### src/rtl/seq_pkg.sv
// Shared types and constants for the digit step sequencer.
package seq_pkg;

   // Width of the datapath digit bus and the default legal digit range.
   localparam int                   DIGIT_W       = 3;
   localparam logic [DIGIT_W-1:0]   MIN_DIGIT_DEF = 3'd1;
   localparam logic [DIGIT_W-1:0]   MAX_DIGIT_DEF = 3'd5;

   // Step-source selection state.
   typedef enum logic [1:0] {
      MANUAL     = 2'b00,
      AUTO_RUN   = 2'b01,
      AUTO_PAUSE = 2'b10
   } seq_state_t;

   // True when a digit lies inside the inclusive range [lo, hi].
   function automatic logic digit_legal(input logic [DIGIT_W-1:0] d,
                                        input logic [DIGIT_W-1:0] lo,
                                        input logic [DIGIT_W-1:0] hi);
      return (d >= lo) && (d <= hi);
   endfunction

endpackage : seq_pkg

### src/rtl/btn_debounce.sv
// Conditions the raw active-low step button: two-flop synchronizer,
// stable-count debouncer and a one-cycle pulse on each debounced press.
module btn_debounce #(
   parameter int DEBOUNCE_CYC = 16
) (
   input  logic clk,
   input  logic reset_n,
   input  logic raw_n,
   output logic press_pulse
);

   localparam int               CNT_W    = $clog2(DEBOUNCE_CYC + 1);
   localparam logic [CNT_W-1:0] CNT_LAST = CNT_W'(DEBOUNCE_CYC - 1);

   logic             sync1;
   logic             sync2;
   logic             level;
   logic             level_d;
   logic [CNT_W-1:0] stable_cnt;

   // Bring the asynchronous button into the clock domain; idle level is released (1).
   always_ff @(posedge clk) begin
      // NOTE: sequential state uses non-blocking assignments so every flop
      // samples pre-edge values; blocking here would collapse the two stages.
      if (!reset_n) begin
         sync1 <= 1'b1;
         sync2 <= 1'b1;
      end else begin
         sync1 <= raw_n;
         sync2 <= sync1;
      end
   end

   // Accept a new level only after it has differed for DEBOUNCE_CYC consecutive cycles.
   always_ff @(posedge clk) begin
      if (!reset_n) begin
         level      <= 1'b1;
         stable_cnt <= '0;
      end else if (sync2 != level) begin
         if (stable_cnt == CNT_LAST) begin
            level      <= sync2;
            stable_cnt <= '0;
         end else begin
            stable_cnt <= stable_cnt + 1'b1;
         end
      end else begin
         stable_cnt <= '0;
      end
   end

   // Registered falling-edge detect of the debounced level: one pulse per press.
   always_ff @(posedge clk) begin
      if (!reset_n) begin
         level_d     <= 1'b1;
         press_pulse <= 1'b0;
      end else begin
         level_d     <= level;
         press_pulse <= level_d & ~level;
      end
   end

endmodule : btn_debounce

### src/rtl/step_sequencer_ctrl.sv
// Step sequencer controller: arbitrates manual presses and auto-step ticks,
// tracks the effective direction (with optional ping-pong reversal at the
// range ends) and issues one-cycle step commands to the digit datapath.
module step_sequencer_ctrl
   import seq_pkg::*;
#(
   parameter int                 TICK_DIV     = 50000000,
   parameter int                 DEBOUNCE_CYC = 16,
   parameter logic [DIGIT_W-1:0] MIN_DIGIT    = MIN_DIGIT_DEF,
   parameter logic [DIGIT_W-1:0] MAX_DIGIT    = MAX_DIGIT_DEF
) (
   input  logic               clk,
   input  logic               reset_n,
   input  logic               btn_step_n,
   input  logic               mode_auto,
   input  logic               dir_sw,
   input  logic               pingpong,
   input  logic               pause,
   input  logic [DIGIT_W-1:0] cur_digit,
   output logic               step,
   output logic               step_fwd,
   output logic               dir_state,
   output logic               auto_active,
   output logic               err
);

   localparam int                TICK_W    = $clog2(TICK_DIV);
   localparam logic [TICK_W-1:0] TICK_LAST = TICK_W'(TICK_DIV - 1);

   seq_state_t        state;
   seq_state_t        state_next;
   logic [TICK_W-1:0] tick_cnt;
   logic              press;
   logic              tick;
   logic              want_step;
   logic              fire;
   logic              at_end;
   logic              issued_fwd;

   btn_debounce #(
      .DEBOUNCE_CYC (DEBOUNCE_CYC)
   ) u_btn (
      .clk         (clk),
      .reset_n     (reset_n),
      .raw_n       (btn_step_n),
      .press_pulse (press)
   );

   // Next step-source state; leaving auto mode outranks pause.
   always_comb begin
      // NOTE: default first so every path assigns state_next and no latch is inferred.
      state_next = state;
      case (state)
         MANUAL: begin
            if (mode_auto) state_next = AUTO_RUN;
         end
         AUTO_RUN: begin
            if (!mode_auto)  state_next = MANUAL;
            else if (pause)  state_next = AUTO_PAUSE;
         end
         AUTO_PAUSE: begin
            if (!mode_auto)  state_next = MANUAL;
            else if (!pause) state_next = AUTO_RUN;
         end
         default: state_next = MANUAL;
      endcase
   end

   // Pick the step source for the current state and work out the issued direction.
   always_comb begin
      tick      = (state == AUTO_RUN) && (tick_cnt == TICK_LAST);
      want_step = 1'b0;
      case (state)
         MANUAL, AUTO_PAUSE: want_step = press;
         AUTO_RUN:           want_step = tick;
         default:            want_step = 1'b0;
      endcase
      fire       = want_step & ~err;
      at_end     = dir_state ? (cur_digit == MAX_DIGIT) : (cur_digit == MIN_DIGIT);
      issued_fwd = (pingpong && at_end) ? ~dir_state : dir_state;
   end

   // State register.
   always_ff @(posedge clk) begin
      if (!reset_n) state <= MANUAL;
      else          state <= state_next;
   end

   // Auto-step divider: restarts from zero around MANUAL, runs in AUTO_RUN, holds when paused.
   always_ff @(posedge clk) begin
      if (!reset_n) begin
         tick_cnt <= '0;
      end else if ((state == MANUAL) || (state_next == MANUAL)) begin
         tick_cnt <= '0;
      end else if (state == AUTO_RUN) begin
         tick_cnt <= tick ? '0 : tick_cnt + 1'b1;
      end
   end

   // Registered step command, issued direction, run indicator and sticky error.
   always_ff @(posedge clk) begin
      if (!reset_n) begin
         step        <= 1'b0;
         step_fwd    <= 1'b1;
         auto_active <= 1'b0;
         err         <= 1'b0;
      end else begin
         step        <= fire;
         if (fire) step_fwd <= issued_fwd;
         auto_active <= (state_next == AUTO_RUN);
         err         <= err | ~digit_legal(cur_digit, MIN_DIGIT, MAX_DIGIT);
      end
   end

   // Effective direction: follows the switch, or bounces at the range ends in ping-pong mode.
   always_ff @(posedge clk) begin
      if (!reset_n)       dir_state <= 1'b1;
      else if (!pingpong) dir_state <= dir_sw;
      else if (fire)      dir_state <= issued_fwd;
   end

endmodule : step_sequencer_ctrl

### config.mk
export PLATFORM = sky130hd
export DESIGN_NAME = step_sequencer_ctrl
export DESIGN_NICKNAME = d
export VERILOG_FILES = /design/src/rtl/seq_pkg.sv /design/src/rtl/btn_debounce.sv /design/src/rtl/step_sequencer_ctrl.sv
export SDC_FILE = /design/constraint.sdc
export NUM_CORES = 1
export LEC_CHECK = 0
export ABC_AREA = 1
export CAP_MARGIN = 20
export CORE_MARGIN = 10
export CORE_UTILIZATION = 55
export DETAILED_ROUTE_END_ITERATION = 8
export PLACE_DENSITY = 0.75
export SYNTH_ARGS = -nofsm -noshare
export SYNTH_HDL_FRONTEND = slang
export SYNTH_SLANG_ARGS = --single-unit
export TNS_END_PERCENT = 1
### constraint.sdc
create_clock -name clk -period 2.1 [get_ports clk]
set_input_delay 0.42 -clock clk [delete_from_list [all_inputs] [get_ports clk]]
set_output_delay 0.42 -clock clk [all_outputs]
set_load 0.05 [all_outputs]
== Word level (Yosys, flattened, before mapping) ==
Index checks and enable logic that the tools add are counted.
Cells by class
  $add $sub $neg: 2
  multipliers: 0
  div/mod/pow operators: 0
  $lt $le $gt $ge: 2
  equal/unequal tests: 9
  shift operators: 0
  mux-type cells: 12
  bitwise operators: 9
  reduce and logical (&&, ||, !) cells: 10
Operators by type and width (count)
  $add 26x1->26 const B: 1
  $eq 26x26->1 const B: 1
  $mux 26: 1
  $mux 2: 5
  $not 1->1: 6
  $pmux 2 s3: 1
  $add 5x1->5 const B: 1
  $eq 5x4->1 const B: 1
  $eq 2x1->1 const B: 2
  $logic_not 2->1: 2
  $mux 1: 4
  $reduce_or 2->1: 2
  $eq 3x1->1 const B: 1
  $eq 3x3->1 const B: 1
  $ge 3x1->1 const B: 1
  $le 3x3->1 const B: 1
  $logic_and 1x1->1: 3
  $reduce_or 3->1: 1
  $and 1x1->1: 2
  $eq 2x2->1 const B: 1
  $ne 2x1->1 const B: 1
  $pmux 1 s2: 1
  $reduce_and 2->1: 1
  $logic_or 1x1->1: 1
  other kinds (2): 2
Word-level totals
  bits in registers: 43
  latch bits: 0
  bits in writable memories: 0
  ROM bits: 0
  bits of input ports: 10
  output and inout port bits: 5
  logic and storage cells: 57
  memories kept: 0

== Logic depth before layout (Yosys ltp) ==
  word-level depth: 6
  gate-level depth with buffers: 11
  mapped depth without buffers: 11

== Cells and area by module ==
A second synthesis with hierarchy kept.
Second synthesis, totals
  cells, all modules: 305
  area, all modules: 2098.3 µm²
By module, submodules not included
  step_sequencer_ctrl: instances 1, cells each 265, area an instance 1725.4 µm², sequential area each 660.6 µm²
  btn_debounce: instances 1, cells each 40, area an instance 372.9 µm², sequential area each 200.2 µm²

== Worst setup path before layout ==
Ideal clock, no wire load.
  path type: register to register
  start point: register u_btn.stable_cnt[0]
  end point: register u_btn.stable_cnt[3]
  library setup time: 0.070 ns
  arrival time: 1.434 ns
  required time: 2.030 ns
  slack: 0.596 ns
  cell stages (with the launch flop): 9
  buffers on the path: 0
  period minus slack after synthesis: 1.504 ns
  cell sequence: dfxtp_1 > ha_1 > inv_1 > nor3_1 > ha_1 > a211oi_1 > o21ai_0 > o21bai_1 > a21oi_1
On the way
  longest elaborated chain between the ends: 2
  elaborated cells between the ends (all ways): 3
  classes of those cells: add/sub (1); eq/ne (1); reduce/logical (1)
RTL lines
  start, declared: RTL line btn_debounce.sv:19  | logic [CNT_W-1:0] stable_cnt;
  start signal, assigned: RTL line btn_debounce.sv:44  | stable_cnt <= stable_cnt + 1'b1;
  branches (longest 2 deep; another with $add 5x1->5)
Parallel ways; which one is timed is not known.
A chain may end at the register's enable or synchronous reset.

== Final worst setup path ==
  start point: register dir_state
  end point: output port dir_state
RTL lines
  start, declared: RTL line step_sequencer_ctrl.sv:22  | output logic dir_state,
  start signal, assigned: RTL line step_sequencer_ctrl.sv:118  | else if (!pingpong) dir_state <= dir_sw;
  start signal, assigned: RTL line step_sequencer_ctrl.sv:119  | else if (fire) dir_state <= issued_fwd;
No word-level cell between the ends.

==> reports/results.ini <==
[global_routing]
gr-usage-all-layers = 0.135
grt-ovfl-total = 0
use_met1 = 0.180
grtUsageMet3 = 0.0491
grt_max_degree = 14
antenna_found_initial = 0
gr-usage-met2 = 0.198
grt_first_pass_wirelength_microns = 7260
grt_pass1_vias = 1629
top_usage_layer = met2

[route]
firstDrtPassIters = 4
finalWirelength_microns = 4030
drt-initial-drc-count = 116
drc_errors = 0
ant_nets = 0
vias_per_cell = 4.89
vias = 1809
wl_per_cell_microns = 10.9

[sta]
hold_viol = 0
finalSetupTns_ns = 0
slew_viol_final = 0
timing.final.ws_setup_ns = 0.176
maxSlewHeadroom = 0.657
worst_pin_slew_ns = 0.513
period_needed_ns = 1.92
setup_viol = 0
fin_crit_sh = 0.916
rsz0062_at_grt = false
max_freq_mhz = 520
skew_ns = 0.00931
hold_ws_ns = 0.416

[power]
p_leak_uw = 0.000963
max-vdd-ir-drop_uv = 500
powerDensity_nw_per_um2 = 623

[clock_network]
htree_levels = 2
post_cts_buffers = 0
clk_pin_slew_ns = 0.08
cts_hold_buffers = 0
clk_latency_ns = 0.29
cts_buffer_depth = 2
cts_root_buf = clkbuf_8
numCtsBuffers = 5
clock_sinks = 43
cts_tree = done
cts_resized = 0

[placement]
gp_congestion = 0.868
hpwl_microns = 3200
place_area_sq_um = 2290
pre_cts_slack_ns = 0.162
numPortBuffers = 14

[finish]
n_fill_cell = 325
top_regs = tick_cnt: 26 flops, u_btn.stable_cnt: 5 flops, state: 2 flops
final_area_sq_um = 2400
layout.nets = 334
drive_above_1_share = 0.115
largest-register = tick_cnt
syn2layout_area_growth_pct = 14.5
antenna_cells = 0
largest_reg_flops = 26

[critical_path]
slowest_delay_ns = 0.83
critPathArrivalTime_ns = 1.50
startpoint_type = register
cp_slowest_cell = clkdlybuf4s50_1
cp_cell_sequence = clkdlybuf4s50_1
cp.buffers_inverters = 1
crit_path_end_kind = output port
crit_fanout = 3
required_ns = 1.68
crit_family = buffers and inverters
path_class = reg2out

[status]
status = completed

[logic_synthesis]
ys_seq_area_frac = 0.411
netlist_instances = 299
synth_cell_type_count = 32
yosysTopAreaCellShare = 0.411
ys.warnings.count = 0
synthTopCellsByArea = dfxtp_1 (41%), nand2_1 (11%), nor2_1 (8.8%), inv_1 (8.1%), nand3_1 (4.3%)
syn_area_per_cell_sq_um = 7.01
synth_nets = 312
synth_area_sq_um = 2090
yosysTopAreaCell = dfxtp_1
ys_ff_latch = 43

[floorplanning]
initial_core_util = 0.572
core_sq_um = 3660
rows = 22
die_w_microns = 81.7
io_pins = 15
die_h_microns = 81.7
dieArea_sq_um = 6680

[worst_hold_path]
worstHoldPathType = reg2reg

[run]
maxCapViolations = 0

[per-stage QoR]
step | cells | power (uW) | util
floorplan | 299 | 901 | -
detailed placement | 362 | 939 | 0.627
global placement | 362 | 938 | 0.627
global route | 370 | 1560 | 0.655
finish | 370 | 1500 | 0.655
CTS | 370 | 1510 | 0.655
[final timing paths]
kind | start | slack, ns | to | depth (start not counted)
hold reg to reg | u_btn.level_d | 0.42 | u_btn.press_pulse | 2
hold / removal | u_btn.level_d | 0.42 | u_btn.press_pulse | 2
setup reg to reg | tick_cnt[0] | 0.37 | tick_cnt[10] | 9
setup / recovery | dir_state | 0.18 | dir_state | 1
[final cells by class]
type / count / area (sq um) / area share
Sequential cell: 43 / 861 / 0.359
Clock buffer: 7 / 96.3 / 0.0402
Clock inverter: 1 / 7.51 / 0.00313
Timing Repair Buffer: 18 / 170 / 0.0709
Inverter: 49 / 184 / 0.0767
Tap cell: 48 / 60.1 / 0.0250
Multi-Input combinational cell: 204 / 1020 / 0.425
[layout by cell type (no fill, tap or decap), types with 3 or more instances in the layout]
cell / n
dfxtp_1: 43
nor2_4: 4
inv_1: 45
ha_1: 3
nor3_1: 11
nand2_1: 60
clkdlybuf4s50_1: 14
nor2_2: 5
buf_4: 4
o21bai_1: 4
clkbuf_8: 7
nor2_1: 49
nand3_1: 18
a21oi_1: 16
inv_2: 4
nand2_2: 3
o21ai_0: 8
nand4_1: 4
[cells by family after synthesis]
family          Yosys count  synth area share
simple gates            163             0.361
compound gates           35            0.0950
flops                    43             0.411
fa+ha+maj                 3            0.0179
xor+xnor                  3            0.0125
buf+inv                  52             0.102
[cells in the mapped netlist (all sizes together)]
library cell	count
buf	3
nand4	5
a21oi	17
nand3	18
a211oi	1
dfxtp	43
ha	3
or2	2
a21o	1
o21bai	4
o21ai	10
a31oi	1
and3	1
xnor2	1
a31o	1
nor3b	1
nand3b	1
nor2	58
nor3	12
inv	49
nand2	65
xor2	2
[layer usage]
metal	vias up	share of wire	routed length [microns]
met5	-	0	0
met4	0	0.0099	40
met3	5	0.080	322
met2	33	0.42	1690
met1	789	0.49	1980
li1	982	-	-
[power breakdown]
group	internal (uW)	total, uW	switching [uW]
clock network	299	575	276
registers	823	830	6.91
logic	38.5	90.7	52.2
Power figures use the tool's default switching activity.
